[src/rtl/carlosgs99_multi_4bits.sv]
// -----------------------------------------------------------------------------
// carlosgs99_multi_4bits
//
// Unsigned WIDTH x WIDTH sequential shift-and-add multiplier with a registered
// 2*WIDTH-bit product. A start is accepted only in IDLE. The product register
// holds the previous result until the final add of the next operation.
//
// Timing (WIDTH=4):
//   - Edge 1 captures the operands and moves the FSM to CALC.
//   - Edges 2..5 perform the four add/shift steps.
//   - The new product is visible after edge 5.
//   - If ena is held high, edge 6 captures the next operands.
//
// Ports:
//   clk        - system clock; all state updates on the rising edge
//   rst_n      - synchronous reset, ACTIVE-HIGH despite the name
//   ena        - start enable, sampled only in IDLE
//   io_A       - multiplicand, unsigned, WIDTH bits
//   io_B       - multiplier, unsigned, WIDTH bits
//   io_Product - registered product io_A*io_B, 2*WIDTH bits
// -----------------------------------------------------------------------------
module carlosgs99_multi_4bits #(
  parameter int WIDTH = 4
) (
  input  logic                 clk,
  input  logic                 rst_n,
  input  logic                 ena,
  input  logic [WIDTH-1:0]     io_A,
  input  logic [WIDTH-1:0]     io_B,
  output logic [2*WIDTH-1:0]   io_Product
);

  localparam int PW = 2 * WIDTH;
  localparam int CW = $clog2(WIDTH + 1);

  typedef enum logic {
    IDLE = 1'b0,
    CALC = 1'b1
  } state_t;

  state_t         state;
  state_t         state_nxt;
  logic [PW-1:0]  mcand;     // multiplicand, shifted left each step
  logic [WIDTH-1:0] mplier;  // multiplier, shifted right each step
  logic [PW-1:0]  acc;
  logic [PW-1:0]  acc_sum;   // accumulator value after this step's add
  logic [CW-1:0]  cnt;
  logic           last_step;

  assign last_step = (cnt == CW'(WIDTH - 1));

  // The product width is 2*WIDTH, so the largest result (2^W-1)^2 always fits
  // and this add can never wrap.
  assign acc_sum = mplier[0] ? (acc + mcand) : acc;

  // State register. Reset is checked first so it overrides any start or
  // operation in progress.
  // NOTE: sequential state uses non-blocking (<=) so every register samples
  // pre-edge values; blocking (=) here would create order-dependent races.
  always_ff @(posedge clk) begin
    if (rst_n) begin
      state <= IDLE;
    end else begin
      state <= state_nxt;
    end
  end

  // Next-state logic.
  // NOTE: the default is assigned before the case so every path drives
  // state_nxt; a missing assignment would infer a latch.
  always_comb begin
    state_nxt = state;
    case (state)
      IDLE:    if (ena)       state_nxt = CALC;
      CALC:    if (last_step) state_nxt = IDLE;
      default:                state_nxt = IDLE;
    endcase
  end

  // Datapath and product register.
  // NOTE: every datapath register is reset along with the FSM. This keeps the
  // block free of X after the first reset edge, even though the operand
  // registers are reloaded before use.
  always_ff @(posedge clk) begin
    if (rst_n) begin
      mcand      <= '0;
      mplier     <= '0;
      acc        <= '0;
      cnt        <= '0;
      io_Product <= '0;
    end else begin
      case (state)
        IDLE: begin
          if (ena) begin
            mcand  <= {{WIDTH{1'b0}}, io_A};
            mplier <= io_B;
            acc    <= '0;
            cnt    <= '0;
          end
        end
        CALC: begin
          acc    <= acc_sum;
          mcand  <= mcand << 1;
          mplier <= mplier >> 1;
          cnt    <= cnt + CW'(1);
          // The result is loaded from acc_sum so that it includes this
          // edge's add. Only a finished result ever reaches the output.
          if (last_step) begin
            io_Product <= acc_sum;
          end
        end
        default: ;
      endcase
    end
  end

endmodule

[config.mk]
export PLATFORM = sky130hd
export DESIGN_NAME = carlosgs99_multi_4bits
export DESIGN_NICKNAME = d
export VERILOG_FILES = /design/src/rtl/carlosgs99_multi_4bits.sv
export SDC_FILE = /design/constraint.sdc
export NUM_CORES = 1
export LEC_CHECK = 0
export BUFFER_PORTS_ARGS = -buffer_cell sky130_fd_sc_hd__buf_4
export CAP_MARGIN = 25
export CORE_MARGIN = 2
export CORE_UTILIZATION = 50
export DETAILED_ROUTE_END_ITERATION = 8
export GPL_TIMING_DRIVEN = 0
export PLACE_DENSITY = 0.76
export SYNTH_ARGS = -nofsm -noshare
export SYNTH_HDL_FRONTEND = slang
export SYNTH_SLANG_ARGS = --single-unit
[constraint.sdc]
create_clock -name clk -period 6 [get_ports clk]
set_input_delay 0.3 -clock clk [delete_from_list [all_inputs] [get_ports clk]]
set_output_delay 0.3 -clock clk [all_outputs]
set_load 0.03 [all_outputs]
Yosys cells after proc, flatten, opt, wreduce, memory -nomap -nowiden
Index checks and enable logic that the tools add are counted.
Widths: inputs -> output; s select.
{ "totals": {"regBits": 32, "word_cells": 24, "output_inout_bits": 8, "input_bits": 11} }
{ "op_classes": {"n_mux": 12, "reduce_logical": 1, "addsub": 2, "n_bitwise": 1, "n_eq_ne": 2} }
{ "op_table": {"columns": ["cell", "n"], "rows": [
  ["$pmux 8 s2", 2],
  ["$mux 8", 3],
  ["$add 8x8->8", 1],
  ["$pmux 4 s2", 1],
  ["$pmux 3 s2", 1],
  ["$mux 4", 1],
  ["$add 3x1->3 const B", 1],
  ["$eq 3x2->1 const B", 1],
  ["$mux 3", 1],
  ["$mux 1", 2],
  ["$ne 2x2->1 const B", 1],
  ["$pmux 1 s2", 1],
  ["$reduce_and 2->1", 1],
  ["$not 1->1", 1]
]} }

Depth between registers and ports, before layout
{ "depth": {"ltp_word": 3, "mapped_depth": 7, "ltp_nobuf": 6} }

Worst setup path before layout
Ideal clock, no wire load.
{ "synth_path": {"kind": "register to register", "startpoint": "register mcand[0]", "endpoint": "register io_Product[4]", "required_ns": 5.912, "arrival_time_ns": 1.818, "setup_ns": 0.088, "path_buffers": 0, "synth_period_minus_slack_ns": 1.906, "path_stages_with_launch": 7, "setup_slack_ns": 4.094, "cell_sequence": "dfxtp_1 > ha_1 > fa_1 > a21o_1 > a21oi_2 > mux2_4 > a311oi_2"} }
{ "synth_between": {"elab_chain_len": 2} }
{ "synth_rtl": {"columns": ["element", "line_no", "rtl"], "rows": [
  ["start, declared", "43", "logic [PW-1:0] mcand;"],
  ["start signal, assigned", "95", "mcand <= {{WIDTH{1'b0}}, io_A};"],
  ["start signal, assigned", "103", "mcand <= mcand << 1;"],
  ["$add 8x8->8", "54", "assign acc_sum = mplier[0] ? (acc + mcand) : acc;"],
  ["$mux 8", "54", null],
  ["end signal, assigned", "109", "io_Product <= acc_sum;"],
  ["end, declared", "30", "output logic [2*WIDTH-1:0] io_Product"]
]} }
Every way passes these cells.
A chain may end at the register's enable or synchronous reset.

Worst setup path in the final report
Ends and elaborated chain as after synthesis.

==> results.sh <==
export IMPL_status="finished clean"
export IMPL_synth_distinct_cells=41
export IMPL_cts_tree="yes"
export IMPL_dominantRegCellSynth="dfxtp_1"
export IMPL_drtIter0Drc=104
export IMPL_syn_to_final_growth_pct=14.7
export IMPL_required_ns=6.26
export IMPL_start_util=0.515
export IMPL_power_density_nw_per_um2=209
export IMPL_hold_path_class="input port to register"
export IMPL_peakVddDrop_mv=0.108
export IMPL_worstPathCellList="ha_1 > fa_1 > a21o_1 > a21oi_2 > mux2_4 > a311oi_2"
export IMPL_fin_ws_ns=3.97
export IMPL_hold_violations=0
export IMPL_grt_max_degree=11
export IMPL_path_max_fanout=3
export IMPL_fp_dieW_um=62.4
export IMPL_syn_inst=193
export IMPL_period_needed_ns=2.03
export IMPL_yosys_warnings=0
export IMPL_clock_latency_ns=0.34
export IMPL_final_area_um2=1960
export IMPL_dpl_hpwl_um=2640
export IMPL_slew_violations=0
export IMPL_ys_seq_area_frac=0.375
export IMPL_cp_data_arrival_time_ns=2.29
export IMPL_worstSetupStartpointType="register"
export IMPL_endpoint_kind="register"
export IMPL_wl_per_cell_um=13.8
export IMPL_cts_hold_buffers=0
export IMPL_grt_remaining_overflow=0
export IMPL_grt_pass1_wl_um=6200
export IMPL_fin_nets=238
export IMPL_vias=1456
export IMPL_final_setup_viol_count=0
export IMPL_drc_errors=0
export IMPL_io_pins=19
export IMPL_finalPower_mw=0.409
export IMPL_critical_path_max_stage_delay_ns=0.41
export IMPL_portBuffers=17
export IMPL_drive_above_1_share=0.171
export IMPL_final_common_cell="dfxtp_1"
export IMPL_tns_ns=0
export IMPL_power_leakage_nw=0.833
export IMPL_via_per_inst=5.54
export IMPL_firstDrtPassIters=4
export IMPL_gp_congestion=0.904
export IMPL_die_area_um2=3900
export IMPL_tightest_slew_ns=0.563
export IMPL_worstSetupPathType="register to register"
export IMPL_cts_buffers=5
export IMPL_clk_path_buf_depth=2
export IMPL_fmax_mhz=492
export IMPL_skew_ns=0.00200
export IMPL_row_count=21
export IMPL_antenna_left=0
export IMPL_grt_antenna_before_repair=0
export IMPL_fillers=327
export IMPL_synth_edf_count=0
export IMPL_synth_fp_nets=214
export IMPL_cts_resized=0
export IMPL_ys_ff_latch=32
export IMPL_clkSinkCount=32
export IMPL_synthArstFlopShare=0
export IMPL_critPathTopFamily="adder cells"
export IMPL_min_period_over_period=0.339
export IMPL_htree_num_levels=2
export IMPL_diodes=0
export IMPL_fin_cells=263
export IMPL_grt_pass1_vias=1327
export IMPL_cts_root_buf="clkbuf_4"
export IMPL_drt_wl_total_um=3640
export IMPL_cts_clk_slew_worst_paths_ns=0.10
export IMPL_max_cap_violations=0
export IMPL_grt_use_total=0.201
export IMPL_pre_cts_ws_ns=4.00
export IMPL_core_um2=3310
export IMPL_critPathBufInv=0
export IMPL_place_inst=256
export IMPL_cts_setup_buffers=0
export IMPL_placed_area_um2=1890
export IMPL_synth_avg_cell_area_um2=8.84
export IMPL_relSlewSlack=0.625
export IMPL_rsz0062_at_grt="false"
export IMPL_die_h_um=62.4
export IMPL_mostFrequentLayoutCells="dfxtp_1 (32), nor2_1 (28), a21oi_1 (18), buf_4 (17), mux2i_1 (12)"
export IMPL_critical_path_slowest_cell="fa_1"
export IMPL_syn_area_um2=1710
## per-stage QoR
step	utilization	hold WS, ns
3_3_place_gp	0.571	0.448
6_report	0.591	0.245
2_1_floorplan	-	0.454
4_1_cts	0.591	0.252
5_1_grt	0.591	0.292
3_5_place_dp	0.571	0.456
## layer usage
layer | routed length [um] | part of all wire | GRT usage
met5 | 0 | 0 | 0
met2 | 1580 | 0.44 | 0.308
met1 | 1740 | 0.48 | 0.273
met4 | 74 | 0.020 | 0.0944
met3 | 236 | 0.065 | 0.0396
## cell families (layout without fill, tap and decap cells)
logic type | after synthesis | after routing | synth area share
xor gates and xnor gates | 5 | 5 | 0.0257
and+or+nand+nor | 66 | 66 | 0.199
buffers and inverters | 17 | 41 | 0.0425
AOI/OAI and AO/OA | 49 | 49 | 0.194
adders and majority gates | 10 | 10 | 0.0777
DFF | 32 | 32 | 0.375
muxes | 14 | 14 | 0.0858
## where the power goes
part	total, mW	internal, mW	leakage (nW)	switching [mW]
sequential	0.222	0.218	0.260	0.00435
combinational	0.0470	0.0186	0.536	0.0283
clock	0.140	0.0664	0.0374	0.0733
total	0.409	0.303	0.833	0.106
## synth_stat cells (2+ instances only)
library cell | count | area share
o21ai_1 | 4 | 0.012
or3_1 | 2 | 0.0073
a311oi_1 | 3 | 0.015
a21oi_2 | 2 | 0.010
a211oi_1 | 3 | 0.013
nor2_1 | 28 | 0.062
nor3_1 | 2 | 0.0059
and2_1 | 2 | 0.0073
a21o_1 | 4 | 0.018
clkbuf_1 | 5 | 0.011
xor2_1 | 3 | 0.015
nor3b_1 | 8 | 0.035
nand3b_1 | 4 | 0.018
dfxtp_1 | 32 | 0.38
xnor2_1 | 2 | 0.010
buf_1 | 3 | 0.0066
mux2i_1 | 12 | 0.070
buf_2 | 7 | 0.021
o21ai_0 | 4 | 0.012
nand2b_1 | 7 | 0.026
ha_1 | 9 | 0.066
inv_1 | 2 | 0.0044
nand2_1 | 7 | 0.015
a32oi_1 | 2 | 0.010
and3_1 | 2 | 0.0073
a21oi_1 | 18 | 0.053
nand4_1 | 2 | 0.0073
## state kept, by name (all words and copies together) (netlist names)
| name | cells |
|---|---|
| mplier | 4 |
| state | 1 |
| mcand | 8 |
| cnt | 3 |
| io_Product | 8 |
| acc | 8 |
## cell type report
type	count	area, um^2	area share
plain buffers	15	65.1	0.0332
multi-input cells	144	993	0.508
flip-flops and latches	32	641	0.327
clock buffers	7	65.1	0.0332
inverters	2	7.51	0.00384
repair buffers	17	128	0.0652
well taps	46	57.6	0.0294
## path summary, 6_finish.rpt
| path | start | end | slack [ns] | cells past startpoint |
|---|---|---|---|---|
| hold reg to reg | io_Product[2]$_SDFFE_PP0P_ | io_Product[2]$_SDFFE_PP0P_ | 0.46 | 2 |
| setup reg to reg | mcand[0]$_SDFFE_PP0P_ | io_Product[4]$_SDFFE_PP0P_ | 3.97 | 6 |
| setup / recovery | mcand[0]$_SDFFE_PP0P_ | io_Product[4]$_SDFFE_PP0P_ | 3.97 | 6 |
| hold / removal | io_A[0] | mcand[0]$_SDFFE_PP0P_ | 0.24 | 3 |
## tightest hold or removal path: cells and delay by family
kind          cells  cell delay (ns)
simple gates      1             0.11
mux               1             0.05
buf+inv           1             0.08
Note: power is estimated with default switching activity, not from simulation.
